<file path="config.mk">
export PLATFORM = sky130hd
export DESIGN_NAME = fp_add_sub
export DESIGN_NICKNAME = d
export VERILOG_FILES = /design/src/rtl/fp_add_sub.sv
export SDC_FILE = /design/constraint.sdc
export NUM_CORES = 1
export LEC_CHECK = 0
export ABC_AREA = 1
export ABC_CLOCK_PERIOD_IN_PS = 41500
export BUFFER_PORTS_ARGS = -buffer_cell sky130_fd_sc_hd__buf_2
export CORE_MARGIN = 2
export CORE_UTILIZATION = 68
export DETAILED_ROUTE_END_ITERATION = 10
export PLACE_DENSITY = 0.94
export REMOVE_ABC_BUFFERS = 1
export SKIP_CTS_REPAIR_TIMING = 1
export SYNTH_ARGS = -nofsm -noshare
export SYNTH_HDL_FRONTEND = slang
export SYNTH_SLANG_ARGS = --single-unit
</file>
<file path="constraint.sdc">
create_clock -name clk_i -period 41.5 [get_ports clk_i]
set_input_delay 2.075 -clock clk_i [delete_from_list [all_inputs] [get_ports clk_i]]
set_output_delay 2.075 -clock clk_i [all_outputs]
set_load 0.02 [all_outputs]
</file>
<file path="src/rtl/fp_add_sub.sv">
// Floating-point adder/subtractor: fixed-latency align/add/normalise/round pipeline
// with valid/ready handshakes and internal NaN/infinity/zero handling.
module fp_add_sub #(
  parameter int unsigned EXP_W  = 8,
  parameter int unsigned FRAC_W = 23
) (
  input  logic                    clk_i,
  input  logic                    rst_i,
  input  logic                    in_valid_i,
  output logic                    in_ready_o,
  input  logic                    op_sub_i,
  input  logic [EXP_W+FRAC_W:0]   x_i,
  input  logic [EXP_W+FRAC_W:0]   y_i,
  output logic                    out_valid_o,
  input  logic                    out_ready_i,
  output logic [EXP_W+FRAC_W:0]   z_o,
  output logic                    z_infinity_o,
  output logic                    z_nan_o,
  output logic                    z_zero_o
);

  localparam int unsigned W    = 1 + EXP_W + FRAC_W;
  localparam int unsigned MW   = FRAC_W + 4;
  localparam int unsigned SW   = MW + 1;
  localparam int unsigned EW   = EXP_W + 2;
  localparam int unsigned LZ_W = $clog2(MW + 1);
  localparam int          EMAX = (2 ** EXP_W) - 1;

  typedef enum logic [2:0] {
    S_IDLE, S_ALIGN, S_ADD, S_NORM, S_ROUND, S_HOLD
  } state_e;

  state_e state_q, state_d;

  logic                 in_ready_q, in_ready_d;
  logic                 out_valid_q, out_valid_d;
  logic [W-1:0]         x_q, x_d, y_q, y_d;
  logic                 op_q, op_d;
  logic [MW-1:0]        ma_q, ma_d, mb_q, mb_d;
  logic [EXP_W-1:0]     ea_q, ea_d;
  logic                 sa_q, sa_d, sb_q, sb_d;
  logic                 spec_q, spec_d;
  logic [W-1:0]         spec_z_q, spec_z_d;
  logic [2:0]           spec_f_q, spec_f_d;
  logic [SW-1:0]        sum_q, sum_d;
  logic [MW-1:0]        nm_q, nm_d;
  logic signed [EW-1:0] ne_q, ne_d;
  logic [W-1:0]         z_q, z_d;
  logic                 nan_q, nan_d, inf_q, inf_d, zero_q, zero_d;

  // Operand decode (y sign already reflects the add/subtract select)
  logic               xs, ys;
  logic [EXP_W-1:0]   xe, ye, ea, eb, diff;
  logic [FRAC_W-1:0]  xf, yf, fa, fb;
  logic               x_zero, y_zero, x_nan, y_nan, x_inf, y_inf, x_ge, sa, sb;
  logic [MW-1:0]      mb_full, mb_shift;
  logic               b_sticky;

  assign xs      = x_q[W-1];
  assign ys      = y_q[W-1] ^ op_q;
  assign xe      = x_q[W-2:FRAC_W];
  assign ye      = y_q[W-2:FRAC_W];
  assign xf      = x_q[FRAC_W-1:0];
  assign yf      = y_q[FRAC_W-1:0];
  assign x_zero  = (xe == '0);
  assign y_zero  = (ye == '0);
  assign x_nan   = (&xe) & (|xf);
  assign y_nan   = (&ye) & (|yf);
  assign x_inf   = (&xe) & ~(|xf);
  assign y_inf   = (&ye) & ~(|yf);
  assign x_ge    = (x_q[W-2:0] >= y_q[W-2:0]);
  assign ea      = x_ge ? xe : ye;
  assign eb      = x_ge ? ye : xe;
  assign fa      = x_ge ? xf : yf;
  assign fb      = x_ge ? yf : xf;
  assign sa      = x_ge ? xs : ys;
  assign sb      = x_ge ? ys : xs;
  assign diff    = ea - eb;
  assign mb_full = {1'b1, fb, 3'b000};

  // Sticky right shift of the smaller mantissa
  always_comb begin
    b_sticky = 1'b0;
    for (int unsigned i = 0; i < MW; i++) begin
      if (i < 32'(diff)) b_sticky = b_sticky | mb_full[i];
    end
    if (32'(diff) >= MW) mb_shift = MW'(1);
    else                 mb_shift = (mb_full >> diff) | MW'(b_sticky);
  end

  // Special-case result, flags ordered {nan, inf, zero}
  logic         spec_hit;
  logic [W-1:0] spec_z;
  logic [2:0]   spec_f;

  always_comb begin
    spec_hit = 1'b1;
    spec_z   = '0;
    spec_f   = 3'b000;
    if (x_nan || y_nan || (x_inf && y_inf && (xs != ys))) begin
      spec_z = {1'b0, {EXP_W{1'b1}}, 1'b1, {(FRAC_W-1){1'b0}}};
      spec_f = 3'b100;
    end else if (x_inf) begin
      spec_z = {xs, {EXP_W{1'b1}}, {FRAC_W{1'b0}}};
      spec_f = 3'b010;
    end else if (y_inf) begin
      spec_z = {ys, {EXP_W{1'b1}}, {FRAC_W{1'b0}}};
      spec_f = 3'b010;
    end else if (x_zero && y_zero) begin
      spec_z = {xs & ys, {(W-1){1'b0}}};
      spec_f = 3'b001;
    end else if (x_zero) begin
      spec_z = {ys, y_q[W-2:0]};
    end else if (y_zero) begin
      spec_z = x_q;
    end else if ((xs != ys) && (x_q[W-2:0] == y_q[W-2:0])) begin
      spec_f = 3'b001;
    end else begin
      spec_hit = 1'b0;
    end
  end

  // Leading-zero count of the non-carry sum
  logic [LZ_W-1:0] lz;
  logic            lz_found;

  always_comb begin
    lz       = '0;
    lz_found = 1'b0;
    for (int unsigned i = 0; i < MW; i++) begin
      if (!lz_found) begin
        if (sum_q[MW-1-i]) lz_found = 1'b1;
        else               lz = lz + LZ_W'(1);
      end
    end
  end

  // Round to nearest even; hidden bit of nm_q clear marks an exact zero
  logic                 r_up, r_carry;
  logic [FRAC_W-1:0]    r_frac;
  logic signed [EW-1:0] r_exp;

  assign r_up              = nm_q[2] & (nm_q[1] | nm_q[0] | nm_q[3]);
  assign {r_carry, r_frac} = {1'b0, nm_q[MW-2:3]} + (FRAC_W+1)'(r_up);
  assign r_exp             = ne_q + EW'(r_carry);

  // Next-state logic
  always_comb begin
    state_d = state_q;
    unique case (state_q)
      S_IDLE:  if (in_valid_i && in_ready_q) state_d = S_ALIGN;
      S_ALIGN: state_d = S_ADD;
      S_ADD:   state_d = S_NORM;
      S_NORM:  state_d = S_ROUND;
      S_ROUND: state_d = S_HOLD;
      S_HOLD:  if (out_ready_i) state_d = S_IDLE;
      default: state_d = S_IDLE;
    endcase
  end

  // Handshake outputs follow the next state
  always_comb begin
    in_ready_d  = (state_d == S_IDLE);
    out_valid_d = (state_d == S_HOLD);
  end

  // Datapath stage updates
  always_comb begin
    x_d      = x_q;
    y_d      = y_q;
    op_d     = op_q;
    ma_d     = ma_q;
    mb_d     = mb_q;
    ea_d     = ea_q;
    sa_d     = sa_q;
    sb_d     = sb_q;
    spec_d   = spec_q;
    spec_z_d = spec_z_q;
    spec_f_d = spec_f_q;
    sum_d    = sum_q;
    nm_d     = nm_q;
    ne_d     = ne_q;
    z_d      = z_q;
    nan_d    = nan_q;
    inf_d    = inf_q;
    zero_d   = zero_q;
    unique case (state_q)
      S_IDLE: begin
        if (in_valid_i && in_ready_q) begin
          x_d  = x_i;
          y_d  = y_i;
          op_d = op_sub_i;
        end
      end
      S_ALIGN: begin
        ma_d     = {1'b1, fa, 3'b000};
        mb_d     = mb_shift;
        ea_d     = ea;
        sa_d     = sa;
        sb_d     = sb;
        spec_d   = spec_hit;
        spec_z_d = spec_z;
        spec_f_d = spec_f;
      end
      S_ADD: begin
        if (sa_q != sb_q) sum_d = {1'b0, ma_q} - {1'b0, mb_q};
        else              sum_d = {1'b0, ma_q} + {1'b0, mb_q};
      end
      S_NORM: begin
        if (sum_q[SW-1]) begin
          nm_d = {sum_q[SW-1:2], sum_q[1] | sum_q[0]};
          ne_d = EW'(ea_q) + EW'(1);
        end else if (sum_q == '0) begin
          nm_d = '0;
          ne_d = '0;
        end else begin
          nm_d = sum_q[MW-1:0] << lz;
          ne_d = EW'(ea_q) - EW'(lz);
        end
      end
      S_ROUND: begin
        {nan_d, inf_d, zero_d} = 3'b000;
        if (spec_q) begin
          z_d                    = spec_z_q;
          {nan_d, inf_d, zero_d} = spec_f_q;
        end else if (!nm_q[MW-1]) begin
          z_d    = '0;
          zero_d = 1'b1;
        end else if (int'(r_exp) <= 0) begin
          z_d    = {sa_q, {(W-1){1'b0}}};
          zero_d = 1'b1;
        end else if (int'(r_exp) >= EMAX) begin
          z_d   = {sa_q, {EXP_W{1'b1}}, {FRAC_W{1'b0}}};
          inf_d = 1'b1;
        end else begin
          z_d = {sa_q, r_exp[EXP_W-1:0], r_frac};
        end
      end
      default: ;
    endcase
  end

  always_ff @(posedge clk_i) begin
    if (rst_i) begin
      state_q     <= S_IDLE;
      in_ready_q  <= 1'b1;
      out_valid_q <= 1'b0;
      x_q         <= '0;
      y_q         <= '0;
      op_q        <= 1'b0;
      ma_q        <= '0;
      mb_q        <= '0;
      ea_q        <= '0;
      sa_q        <= 1'b0;
      sb_q        <= 1'b0;
      spec_q      <= 1'b0;
      spec_z_q    <= '0;
      spec_f_q    <= '0;
      sum_q       <= '0;
      nm_q        <= '0;
      ne_q        <= '0;
      z_q         <= '0;
      nan_q       <= 1'b0;
      inf_q       <= 1'b0;
      zero_q      <= 1'b0;
    end else begin
      state_q     <= state_d;
      in_ready_q  <= in_ready_d;
      out_valid_q <= out_valid_d;
      x_q         <= x_d;
      y_q         <= y_d;
      op_q        <= op_d;
      ma_q        <= ma_d;
      mb_q        <= mb_d;
      ea_q        <= ea_d;
      sa_q        <= sa_d;
      sb_q        <= sb_d;
      spec_q      <= spec_d;
      spec_z_q    <= spec_z_d;
      spec_f_q    <= spec_f_d;
      sum_q       <= sum_d;
      nm_q        <= nm_d;
      ne_q        <= ne_d;
      z_q         <= z_d;
      nan_q       <= nan_d;
      inf_q       <= inf_d;
      zero_q      <= zero_d;
    end
  end

  assign in_ready_o   = in_ready_q;
  assign out_valid_o  = out_valid_q;
  assign z_o          = z_q;
  assign z_nan_o      = nan_q;
  assign z_infinity_o = inf_q;
  assign z_zero_o     = zero_q;

endmodule

</file>
==> results of run 1 <==
## through the flow
step           instance area, sq um  utilization (%)  instances  worst slack [ns]
2_1_floorplan                 19900                -       3103             26.28
5_1_grt                       22100             74.4       3665             22.69
4_1_cts                       22100             74.4       3665             24.33
3_3_place_gp                  21100             71.1       3618             25.42
3_5_place_dp                  21100             71.1       3618             24.38
6_report                      22100             74.4       3665             24.07
## worst paths after layout
kind                                        endpoint  slack (ns)                   start  cells past startpoint
worst min register to register  z_nan_o$_SDFFE_PP0P_        0.48    z_nan_o$_SDFFE_PP0P_                      2
worst min-delay path            z_nan_o$_SDFFE_PP0P_        0.48    z_nan_o$_SDFFE_PP0P_                      2
worst max register to register  ne_q[6]$_SDFFE_PP0N_       24.07  sum_q[25]$_SDFFE_PP0P_                    113
worst max-delay path            ne_q[6]$_SDFFE_PP0N_       24.07  sum_q[25]$_SDFFE_PP0P_                    113
## cells in the final DEF, fill, tap and decap left out, drive strengths merged, types with 22 or more instances in the layout
cell type	synthesis	layout
inv	435	434
ha	115	115
o21ai	419	419
nand2	685	685
clkbuf	128	39
nand3	237	237
a21oi	402	402
dfxtp	267	267
buf	25	125
nor3	29	29
o211ai	22	22
nand4	37	37
o22ai	40	40
nor2	225	225
xor2	48	48
## registers in the layout (all words and copies together) (netlist names), 3 cells and up
register and cells:
sum_q 28, y_q 32, spec_f_q 3, state_q 3, ea_q 8, mb_q 27, nm_q 27, z_o 32
x_q 32, ne_q 10, spec_z_q 32, ma_q 24
## cells by family after synthesis
family,count (synthesis),share of synthesized area (%)
muxes,6,0.292
xor gates and xnor gates,59,2.55
and+or+nand+nor,1254,27.7
adders and majority gates,117,7.20
AOI/OAI and AO/OA,962,25.2
DFF,267,26.0
buffers and inverters,591,11.1
## layout make-up
| class | instances | area, sq um | area share [%] |
|---|---|---|---|
| Timing Repair Buffer | 125 | 678 | 3.07 |
| Inverter | 438 | 1650 | 7.45 |
| Clock buffer | 39 | 823 | 3.72 |
| Tap cell | 390 | 488 | 2.21 |
| Sequential cell | 267 | 5350 | 24.2 |
| Clock inverter | 8 | 136 | 0.617 |
| Multi-Input combinational cell | 2398 | 13000 | 58.7 |
## worst reg2reg max path, delay by kind of cell (launching register included)
kind	cells	cell delay [ns]
DFF	1	0.41
and+or+nand+nor	42	4.37
AOI/OAI and AO/OA	24	3.59
xor gates and xnor gates	1	0.14
buffers and inverters	21	1.73
adders and majority gates	25	7.11
## per-layer routing
metal	GRT usage [%]	vias up	routed length, um
met3	6.00	293	6050
li1	-	10900	-
met5	0	-	0
met4	27.9	0	5240
met2	68.4	1354	30400
met1	52.3	10400	26800
==> results_dict.tcl, run 1 <==
set metrics [dict create \
    drc_errors 0 \
    hold_slack_ns 0.479 \
    fin_worst_skew_ns 0.0147 \
    cpMostUsedCell "nand2_1" \
    cts.htree.levels 1 \
    synthTopCellsByArea "dfxtp_1 26%, nand2_1 12%, o21ai_0 9.8%" \
    syn-cell-area_sq_mm 0.0206 \
    path_clk_slew_ns 0.06 \
    dieHeight_um 178 \
    period_minus_slack_ns 17.43 \
    cts_tree "done" \
    cts.path.max_buffers 3 \
    slew_headroom_pct 26.3 \
    ys.warnings.count 0 \
    synth_edf_count 0 \
    die_x_um 178 \
    port_buffers 105 \
    grt_pass1_wl_mm 107 \
    nFillCells 2422 \
    nets 3445 \
    start_util_pct 69.2 \
    dr.pass1.iters 9 \
    min_period_over_period_pct 42.0 \
    avgSynthCellArea_sq_um 6.31 \
    max_freq_mhz 57.4 \
    worstHoldPathType "flop to flop" \
    grt_usage_pct 42.2 \
    maxSlewViolCount 0 \
    postSynthCellCount 3256 \
    setup-tns-final_ns 0 \
    cap_violations 0 \
    synthTopCellsByCount "655 x nand2_1, 412 x inv_1, 404 x o21ai_0" \
    cp.arrival_ns 17.90 \
    start_kind "flop" \
    drive_gt1_share_pct 9.37 \
    clock_latency_ns 0.58 \
    synth_top_area_share_pct 26.0 \
    drt_iter0_markers 2739 \
    cp_top_family "adder cells" \
    avgViaCountPerCell 6.26 \
    synth-async-reset-ratio_pct 0 \
    ant_nets 0 \
    areaGrowthSynthToFinish_pct 7.55 \
    io-pin-count 106 \
    yosys.area.top_type "dfxtp_1" \
    gr-total-overflow 0 \
    num_vias 22900 \
    cts_made_buffers 29 \
    cpMaxStageDelayCell "fa_1" \
    dp_hpwl_mm 51.3 \
    ys.flop_type "dfxtp_1" \
    worstMarginPinSlew_ns 1.10 \
    seq_area_frac_synth_pct 26.0 \
    rsz0062_at_grt "no" \
    cts-root-buf "clkbuf_16" \
    slowest_delay_ns 0.50 \
    required_ns 41.97 \
    grt_max_degree 102 \
    antenna_found_initial 0 \
    wl_per_cell_um 18.7 \
    setup_violations 0 \
    place.gp.congestion 1.03 \
    grt_pass1_vias 20900 \
    hold_violations 0 \
    ys_ff_latch 267 \
    diodes 0 \
    drt_wl_total_mm 68.6 \
    rows 63 \
    synth.distinct_cells 61 \
    yosysMostFrequentCell "nand2_1" \
    crit_type "flop to flop" \
    outcome "finished clean" \
    cts.sinks 267 \
    coreArea_sq_mm 0.0297 \
    crit_path_end_kind "flop" \
    die_area_sq_mm 0.0316 \
    cp_max_fo 32 \
    crit_buf_inv 21 \
]
Power of run 1 is left out: the tool's default activity adds up to more than one toggle a clock period on the data nets, which glitch-free logic cannot reach.
==> inputs of run 2 (changes only) <==
--- a/config.mk
+++ b/config.mk
@@ -5,13 +5,13 @@
 export SDC_FILE = /design/constraint.sdc
 export NUM_CORES = 1
 export LEC_CHECK = 0
-export ABC_AREA = 1
-export ABC_CLOCK_PERIOD_IN_PS = 41500
+export ABC_AREA = 0
+export ABC_CLOCK_PERIOD_IN_PS = 15300
 export BUFFER_PORTS_ARGS = -buffer_cell sky130_fd_sc_hd__buf_2
 export CORE_MARGIN = 2
-export CORE_UTILIZATION = 68
+export CORE_UTILIZATION = 57
 export DETAILED_ROUTE_END_ITERATION = 10
-export PLACE_DENSITY = 0.94
+export PLACE_DENSITY = 0.85
 export REMOVE_ABC_BUFFERS = 1
 export SKIP_CTS_REPAIR_TIMING = 1
 export SYNTH_ARGS = -nofsm -noshare
==> constraint.sdc (replaced) <==
create_clock -name clk_i -period 15.3 [get_ports clk_i]
set_input_delay 0.765 -clock clk_i [delete_from_list [all_inputs] [get_ports clk_i]]
set_output_delay 0.765 -clock clk_i [all_outputs]
set_load 0.02 [all_outputs]
==> run 2 against run 1 <==
Against the previous run: the run now ends with setup timing left; critical path depth down 19; sequential share of layout area down 0.90 points; worst setup slack worse by 26 ns; core utilization down 8.2 points; final area up 3.9%; via count down 8.6%; register-to-register slack worse by 26 ns; wire length down 4.3%; area after synthesis down 1.7%; non-clock buffer count up 101; synthesized cell count down 16%; fmax up 3.1%.
==> results_dict.tcl, run 2 <==
set metrics [dict create \
    outcome "finished with violations" \
    violations "setup timing" \
    ant_nets 0 \
    worstSetupStartpoint "sum_q[24]$_SDFFE_PP0P_" \
    cts.sinks 267 \
    layout_commonest_cell "nand2_1" \
    dp.cells 3196 \
    synthTopCellsByCount "366 x nand2_1, 345 x nor2_1, 267 x dfxtp_1" \
    slew_headroom_pct 21.9 \
    grt_pass1_vias 19300 \
    rows 68 \
    layout_common_cells "357 x nand2_1, 340 x nor2_1, 265 x dfxtp_1" \
    synth-async-reset-ratio_pct 0 \
    cts.path.max_buffers 3 \
    synth_top_area_share_pct 26.5 \
    crit_path_end_kind "flop" \
    postSynthCellCount 2748 \
    nets 2989 \
    avgViaCountPerCell 6.40 \
    io-pin-count 106 \
    rr_endpoint "ne_q[7]$_SDFFE_PP0N_" \
    cts.htree.levels 1 \
    drive_gt1_share_pct 14.0 \
    synth.distinct_cells 87 \
    seq_area_frac_synth_pct 26.5 \
    start_util_pct 58.2 \
    fin_cells 3279 \
    cp.arrival_ns 17.31 \
    synthTopCellsByArea "dfxtp_1 26%, ha_1 7.1%, nand2_1 6.8%" \
    path_clk_slew_ns 0.07 \
    grt_max_degree 171 \
    dp_hpwl_mm 46.6 \
    cpMaxStageDelayCell "or4_4" \
    worst_r2r_path_depth 94 \
    setup-tns-final_ns -47.11 \
    syn-cell-area_sq_mm 0.0202 \
    drt_wl_total_mm 65.6 \
    crit_type "flop to flop" \
    avgSynthCellArea_sq_um 7.35 \
    num_vias 21000 \
    clock_latency_ns 0.57 \
    grt_usage_pct 33.7 \
    slowest_delay_ns 0.55 \
    cpMostUsedCell "ha_1" \
    drt_iter0_markers 2320 \
    yosys.area.top_type "dfxtp_1" \
    timing.rr.start "sum_q[24]$_SDFFE_PP0P_" \
    gr-total-overflow 0 \
    antenna_found_initial 0 \
    hold_violations 0 \
    coreArea_sq_mm 0.0347 \
    die_x_um 192 \
    cts_made_buffers 28 \
    period_minus_slack_ns 16.91 \
    min_period_over_period_pct 111 \
    dr.pass1.iters 7 \
    reg2reg_slack_ns -1.61 \
    diodes 0 \
    fin_worst_skew_ns 0.0330 \
    areaGrowthSynthToFinish_pct 13.7 \
    cts-root-buf "clkbuf_16" \
    endpoint "ne_q[7]$_SDFFE_PP0N_" \
    die_area_sq_mm 0.0370 \
    drc_errors 0 \
    wl_per_cell_um 20.0 \
    setup_violations 36 \
    place.gp.congestion 0.985 \
    maxSlewViolCount 0 \
    worstMarginPinSlew_ns 1.17 \
    start_kind "flop" \
    cts_tree "done" \
    required_ns 15.70 \
    setup_slack_ns -1.61 \
    grt_pass1_wl_mm 101 \
    yosysMostFrequentCell "nand2_1" \
    cap_violations 0 \
    dieHeight_um 192 \
    port_buffers 105 \
    ys_ff_latch 267 \
    rsz0062_at_grt "yes" \
    synth_edf_count 0 \
    max_freq_mhz 59.1 \
    cp_max_fo 4 \
    ys.warnings.count 0 \
    worstHoldPathType "input port to flop" \
    ys.flop_type "dfxtp_1" \
]
==> run 2: cell count changes in the layout (fill, tap and decap cells not counted), sizes merged, moves of 120 or more <==
cell   change
nand3    -177
inv      -317
a21oi    -142
nand2    -318
mux2i    +120
nor2     +122
o21ai    -313
==> run 2: worst min path at each step <==
| stage | start | to | slack [ns] | depth (start not counted) |
|---|---|---|---|---|
| 2_1_floorplan | y_q[31]$_SDFFE_PP0P_ | y_q[31]$_SDFFE_PP0P_ | 0.44 | 2 |
| 3_3_place_gp | z_zero_o$_SDFFE_PP0P_ | z_zero_o$_SDFFE_PP0P_ | 0.46 | 2 |
| 3_5_place_dp | z_zero_o$_SDFFE_PP0P_ | z_zero_o$_SDFFE_PP0P_ | 0.46 | 2 |
| 4_1_cts | y_i[7] | y_q[7]$_SDFFE_PP0P_ | 0.42 | 3 |
| 5_1_grt | x_i[30] | x_q[30]$_SDFFE_PP0P_ | 0.43 | 3 |
| 6_report | x_i[27] | x_q[27]$_SDFFE_PP0P_ | 0.43 | 3 |
==> run 2: cells by family after synthesis <==
group           Yosys count  share of synthesized area [%]
mux                     139                           6.97
flops                   267                           26.5
compound gates          746                           24.0
simple gates           1037                           23.0
fa+ha+maj               121                           7.53
buf+inv                 316                           6.08
xor+xnor                122                           5.99
==> run 2: final cells by class <==
cell class	count	area, sq um
clock buffers	37	774
clock inverters	14	201
fillers	2924	11800
inverters	115	434
multi-input cells	2165	14100
flip-flops and latches	267	5350
well taps	455	569
repair buffers	226	1560
==> run 2: metal layers <==
| layer | part of all wire [%] | track usage (%) | vias up | routed length (um) |
|---|---|---|---|---|
| met3 | 7.6 | 3.80 | 228 | 5020 |
| li1 | - | - | 9894 | - |
| met2 | 46 | 55.8 | 1069 | 30500 |
| met5 | 0 | 0 | - | 0 |
| met4 | 5.6 | 16.8 | 0 | 3670 |
| met1 | 40 | 43.5 | 9789 | 26500 |
==> run 2: critical path: cells and delay by family (launching register included) <==
family / cells / cell delay [ns]
fa+ha+maj: 24 / 7.10
compound gates: 31 / 4.57
simple gates: 25 / 2.74
mux: 11 / 1.78
flops: 1 / 0.33
buf+inv: 2 / 0.19
xor+xnor: 1 / 0.10
==> run 2: per-stage QoR <==
stage | utilization [%] | worst slack [ns] | hold slack [ns] | instance area [sq um]
2_1_floorplan | - | -2.82 | 0.442 | 19400
3_3_place_gp | 61.3 | -0.713 | 0.455 | 21300
3_5_place_dp | 61.3 | -1.61 | 0.464 | 21300
4_1_cts | 64.1 | -1.65 | 0.417 | 22200
5_1_grt | 66.2 | -2.46 | 0.430 | 23000
6_report | 66.2 | -1.61 | 0.428 | 23000
Power of run 2 is left out for the same reason.
